<file path="config.mk">
export PLATFORM = sky130hd
export DESIGN_NAME = logic_result_serializer
export DESIGN_NICKNAME = d
export VERILOG_FILES = /design/src/rtl/logic_unit_pkg.sv /design/src/rtl/AndOrNot.sv /design/src/rtl/logic_result_serializer.sv
export SDC_FILE = /design/constraint.sdc
export NUM_CORES = 1
export LEC_CHECK = 0
export BUFFER_PORTS_ARGS = -buffer_cell sky130_fd_sc_hd__buf_2
export CORE_ASPECT_RATIO = 0.5
export CORE_MARGIN = 5
export CORE_UTILIZATION = 50
export CTS_BUF_LIST = sky130_fd_sc_hd__clkbuf_8
export CTS_CLUSTER_SIZE = 24
export DETAILED_ROUTE_END_ITERATION = 12
export PLACE_DENSITY = 0.66
export SLEW_MARGIN = 10
export SYNTH_ARGS = -nofsm -noshare
export SYNTH_HDL_FRONTEND = slang
export SYNTH_SLANG_ARGS = --single-unit
export TNS_END_PERCENT = 5
</file>
<file path="constraint.sdc">
create_clock -name clk -period 3.02 [get_ports clk]
set_input_delay 0.604 -clock clk [delete_from_list [all_inputs] [get_ports clk]]
set_output_delay 0.604 -clock clk [all_outputs]
set_load 0.01 [all_outputs]
</file>
<file path="src/rtl/logic_unit_pkg.sv">
// Shared definitions for the 8-bit logic unit and its result serializer.
package logic_unit_pkg;

  localparam int unsigned NUM_OPS = 6;
  localparam int unsigned DATA_W  = 8;
  localparam int unsigned OP_W    = 3;
  localparam int unsigned SEL_W   = OP_W + 1;

  localparam logic [OP_W-1:0] OP_AND  = 3'd0;
  localparam logic [OP_W-1:0] OP_OR   = 3'd1;
  localparam logic [OP_W-1:0] OP_XOR  = 3'd2;
  localparam logic [OP_W-1:0] OP_NAND = 3'd3;
  localparam logic [OP_W-1:0] OP_NOR  = 3'd4;
  localparam logic [OP_W-1:0] OP_XNOR = 3'd5;

  typedef enum logic [1:0] {
    IDLE,
    CAPTURE,
    EMIT
  } state_t;

endpackage

</file>
<file path="src/rtl/AndOrNot.sv">
// Combinational 8-bit logic unit: all six bitwise results of A and B.
module AndOrNot
  import logic_unit_pkg::*;
(
  output logic [DATA_W-1:0] And,
  output logic [DATA_W-1:0] Or,
  output logic [DATA_W-1:0] Xor,
  output logic [DATA_W-1:0] Nand,
  output logic [DATA_W-1:0] Nor,
  output logic [DATA_W-1:0] Xnor,
  input  logic [DATA_W-1:0] A,
  input  logic [DATA_W-1:0] B
);

  assign And  = A & B;
  assign Or   = A | B;
  assign Xor  = A ^ B;
  assign Nand = ~(A & B);
  assign Nor  = ~(A | B);
  assign Xnor = ~(A ^ B);

endmodule

</file>
<file path="src/rtl/logic_result_serializer.sv">
// Accepts an operand pair, captures all logic-unit results at once, then
// streams the mask-enabled results out one beat at a time with backpressure.
module logic_result_serializer
  import logic_unit_pkg::*;
#(
  parameter logic [NUM_OPS-1:0] OP_MASK = 6'b111111
) (
  input  logic              clk,
  input  logic              rst,
  input  logic              in_valid,
  output logic              in_ready,
  input  logic [DATA_W-1:0] in_a,
  input  logic [DATA_W-1:0] in_b,
  output logic              out_valid,
  input  logic              out_ready,
  output logic [OP_W-1:0]   out_op,
  output logic [DATA_W-1:0] out_data,
  output logic              out_last
);

  state_t                           state;
  logic [DATA_W-1:0]                op_a;
  logic [DATA_W-1:0]                op_b;
  logic [NUM_OPS-1:0][DATA_W-1:0]   res;
  logic [NUM_OPS-1:0][DATA_W-1:0]   lu;
  logic [DATA_W-1:0]                r_and, r_or, r_xor, r_nand, r_nor, r_xnor;
  logic [SEL_W-1:0]                 first_sel;
  logic [SEL_W-1:0]                 adv_sel;
  logic                             first_more;
  logic                             adv_more;

  // Lowest enabled op at or above 'from'; MSB flags that one exists.
  function automatic logic [SEL_W-1:0] next_op(input logic [SEL_W-1:0] from);
    logic [SEL_W-1:0] r;
    r = '0;
    for (int i = int'(NUM_OPS) - 1; i >= 0; i--) begin
      if (OP_MASK[i] && (SEL_W'(i) >= from)) r = {1'b1, OP_W'(i)};
    end
    return r;
  endfunction

  function automatic logic any_from(input logic [SEL_W-1:0] from);
    logic r;
    r = 1'b0;
    for (int i = 0; i < int'(NUM_OPS); i++) begin
      if (OP_MASK[i] && (SEL_W'(i) >= from)) r = 1'b1;
    end
    return r;
  endfunction

  AndOrNot u_logic_unit (
    .And  (r_and),
    .Or   (r_or),
    .Xor  (r_xor),
    .Nand (r_nand),
    .Nor  (r_nor),
    .Xnor (r_xnor),
    .A    (op_a),
    .B    (op_b)
  );

  assign lu = {r_xnor, r_nor, r_nand, r_xor, r_or, r_and};

  assign first_sel  = next_op('0);
  assign first_more = any_from(SEL_W'(first_sel[OP_W-1:0]) + SEL_W'(1));
  assign adv_sel    = next_op(SEL_W'(out_op) + SEL_W'(1));
  assign adv_more   = any_from(SEL_W'(adv_sel[OP_W-1:0]) + SEL_W'(1));

  // out_op doubles as the emit index while in EMIT.
  always_ff @(posedge clk) begin
    if (rst) begin
      state     <= IDLE;
      in_ready  <= 1'b1;
      out_valid <= 1'b0;
      out_op    <= '0;
      out_data  <= '0;
      out_last  <= 1'b0;
      op_a      <= '0;
      op_b      <= '0;
      res       <= '0;
    end else begin
      case (state)
        IDLE: begin
          if (in_valid) begin
            op_a     <= in_a;
            op_b     <= in_b;
            in_ready <= 1'b0;
            state    <= CAPTURE;
          end
        end
        CAPTURE: begin
          res <= lu;
          if (first_sel[OP_W]) begin
            out_valid <= 1'b1;
            out_op    <= first_sel[OP_W-1:0];
            out_data  <= lu[first_sel[OP_W-1:0]];
            out_last  <= !first_more;
            state     <= EMIT;
          end else begin
            in_ready <= 1'b1;
            state    <= IDLE;
          end
        end
        EMIT: begin
          if (out_ready) begin
            if (out_last || !adv_sel[OP_W]) begin
              out_valid <= 1'b0;
              out_op    <= '0;
              out_data  <= '0;
              out_last  <= 1'b0;
              in_ready  <= 1'b1;
              state     <= IDLE;
            end else begin
              out_op   <= adv_sel[OP_W-1:0];
              out_data <= res[adv_sel[OP_W-1:0]];
              out_last <= !adv_more;
            end
          end
        end
        default: begin
          out_valid <= 1'b0;
          in_ready  <= 1'b1;
          state     <= IDLE;
        end
      endcase
    end
  end

endmodule
</file>
==> results.json <==
{
  "die_area_mm2": 0.009639,
  "cts_setup_buffers": 0,
  "cpPeakStageDelay_ns": 0.46,
  "path_cells": "ha_1 > and2b_4 > nand2b_1 > a32o_1 > ha_1 > nor3_1 > a32oi_1 > nor2_1",
  "path_max_fanout": 21,
  "coreArea_mm2": 0.007405,
  "vias_per_cell": 5.431,
  "yosys_warnings": 0,
  "tns_ns": 0,
  "synth_top_cell_area_share": 0.4171,
  "start_util": 0.5186,
  "firstDrtPassIters": 5,
  "grt_pass1_vias": 2803,
  "ys.flop_type": "dfxtp_1",
  "power.density_mw_per_mm2": 539.3,
  "end_kind": "register",
  "path_clk_slew_ns": 0.08,
  "cp-start-kind": "register",
  "grt_pass1_wl_mm": 14.66,
  "wl_per_cell_um": 15.16,
  "finalHoldViolCount": 0,
  "numCtsBuffers": 9,
  "required_ns": 3.26,
  "ctsLongestPathBuffers": 2,
  "critPathKind": "reg2reg",
  "clk_latency_ns": 0.35,
  "layout-drive-gt1-share": 0.1532,
  "hold_start": "res[34]$_SDFFE_PP0P_",
  "dieWidth_um": 133.9,
  "ys_types": 46,
  "ctsHoldBuffers": 0,
  "synthArstFlopShare": 0,
  "cts_resized": 0,
  "setup_viol": 0,
  "overflow": 0,
  "portBuffers": 33,
  "place_congestion": 0.7834,
  "post-route-period-util": 0.8015,
  "die_h_um": 71.97,
  "netlist_area_mm2": 0.003840,
  "crit_slowest_cell": "a32o_1",
  "p_leak_nw": 1.658,
  "ys_seq_elements": 80,
  "power_switching_mw": 0.6281,
  "synthTopCellsByArea": "dfxtp_1 (42%), nand2_1 (10%), a21oi_1 (7.0%)",
  "period_minus_slack_ns": 2.421,
  "cts_tree": "yes",
  "combPwrFrac": 0.146,
  "drv_cap": 0,
  "status": "completed",
  "fin_skew_ns": 0.004751,
  "vias": 3215,
  "fp-row-count": 22,
  "power_mw": 2.292,
  "clock-root-buffer": "clkbuf_8",
  "areaGrowthSynthToFinish_pct": 10.66,
  "cpMostUsedCell": "ha_1",
  "antenna_found_initial": 0,
  "relSlewSlack": 0.5054,
  "ir_worst_vdd_v": 0.0003193,
  "syn_inst": 470,
  "dp.cells": 576,
  "multi_input_area_mm2": 0.002012,
  "final_nets": 530,
  "hpwl_mm": 6.091,
  "drtIter0Drc": 223,
  "seqPwrFrac": 0.513,
  "drcViolationCount": 0,
  "switching_share": 0.2741,
  "final_cells": 592,
  "seq_area_mm2": 0.001602,
  "worst_pin_slew_ns": 0.7419,
  "slew_violations": 0,
  "diodes": 0,
  "ioPinCount": 34,
  "yosys.area.top_type": "dfxtp_1",
  "cts_max_level": 3,
  "min_path_type": "reg2reg",
  "routed_wl_mm": 8.972,
  "syn-num-nets": 509,
  "fill_cells": 723,
  "ys_seq_area_frac": 0.4171,
  "internal-power_mw": 1.663,
  "timing.fmax_mhz": 413.1,
  "clockPowerShare": 0.341,
  "grt_max_degree": 41,
  "grt_setup_unrepaired": "false",
  "clock-sinks": 80,
  "reg2reg_from": "out_op[1]$_SDFFE_PP0P_",
  "synth-edff-count": 0,
  "avgSynthCellArea_um2": 8.170,
  "grt_usage": 0.1916,
  "crit_start": "out_op[1]$_SDFFE_PP0P_",
  "ant_nets": 0,
  "worst-endpoint-arrival_ns": 2.66
}
cells in the final DEF (no fill, tap or decap), drive strengths merged, types with 3 or more instances in the layout:
cell	netlist	routed
a211oi	9	9
clkbuf	25	14
o21a	7	7
nor2b	4	4
mux2i	9	9
a21oi	55	55
nand2	104	104
nand3	3	3
nand2b	4	4
a32o	8	8
dfxtp	80	80
ha	19	19
buf	8	43
o21ai	25	25
nor2	41	41
inv	19	20
or4	14	14
o21bai	8	8
a31oi	7	7
final timing paths:
kind | cells past startpoint | endpoint | slack [ns]
setup / recovery | 8 | out_last$_SDFFE_PP0P_ | 0.60
hold / removal | 2 | res[34]$_SDFFE_PP0P_ | 0.45
setup reg to reg | 8 | out_last$_SDFFE_PP0P_ | 0.60
hold reg to reg | 2 | res[34]$_SDFFE_PP0P_ | 0.45
per-layer routing:
layer	global-route usage	vias up	routed length, µm
met4	0.06613	0	53
met1	0.3021	1465	4864
li1	-	1658	-
met2	0.2454	86	3376
met5	0	-	0
met3	0.04986	6	678
synth_stat cells (all sizes together) (2+ instances only):
master	count
a211oi	9
a21o	2
a21oi	55
a31oi	7
a32o	8
a32oi	2
and2	2
buf	8
clkbuf	25
dfxtp	80
ha	19
inv	19
mux2i	9
nand2	104
nand2b	4
nand3	3
nor2	41
nor2b	4
nor3	2
o21a	7
o21ai	25
o21bai	8
or4	14
power groups by stage:
stage	clock network (mW)	registers [mW]	logic (mW)
finish	0.781	1.18	0.334
global route	0.857	1.18	0.378
CTS	0.798	1.17	0.335
detailed placement	0	1.20	0.333
global placement	0	1.20	0.328
floorplan	0	1.19	0.240
worst max-delay path, delay by kind of cell (launching register included):
| family | cells | cell delay [ns] |
|---|---|---|
| compound gates | 2 | 0.66 |
| fa+ha+maj | 2 | 0.68 |
| flops | 1 | 0.38 |
| simple gates | 4 | 0.59 |
final cells by class:
class,instances,share of cell area
Multi-Input combinational cell,338,0.4735
Sequential cell,80,0.3769
Timing Repair Buffer,43,0.05654
Clock buffer,14,0.04535
Tap cell,96,0.02827
Inverter,19,0.01678
Clock inverter,2,0.002650
kinds of logic after synthesis:
| kind of cell | synth area share |
|---|---|
| compound gates | 0.2281 |
| xor+xnor | 0.002281 |
| fa+ha+maj | 0.06191 |
| buf+inv | 0.06028 |
| flops | 0.4171 |
| simple gates | 0.2069 |
| mux | 0.02346 |
flip-flops by register name, summed over array words and instances, names as in the netlist, 2 cells and up:
signal and flops:
state 2, res 48, out_data 8, op_b 8, op_a 8, out_op 3
metrics by stage:
stage          utilization  setup WS [ns]  cell area (µm²)  hold WS (ns)
2_1_floorplan            -         0.8228             3840        0.4313
3_3_place_gp        0.5463         0.6765             4045        0.4401
3_5_place_dp        0.5463         0.6268             4045        0.4445
4_1_cts             0.5738         0.5969             4249        0.4557
5_1_grt             0.5738         0.4364             4249        0.4751
6_report            0.5738         0.5994             4249        0.4535
No activity file was read; power rests on OpenSTA's default activity.
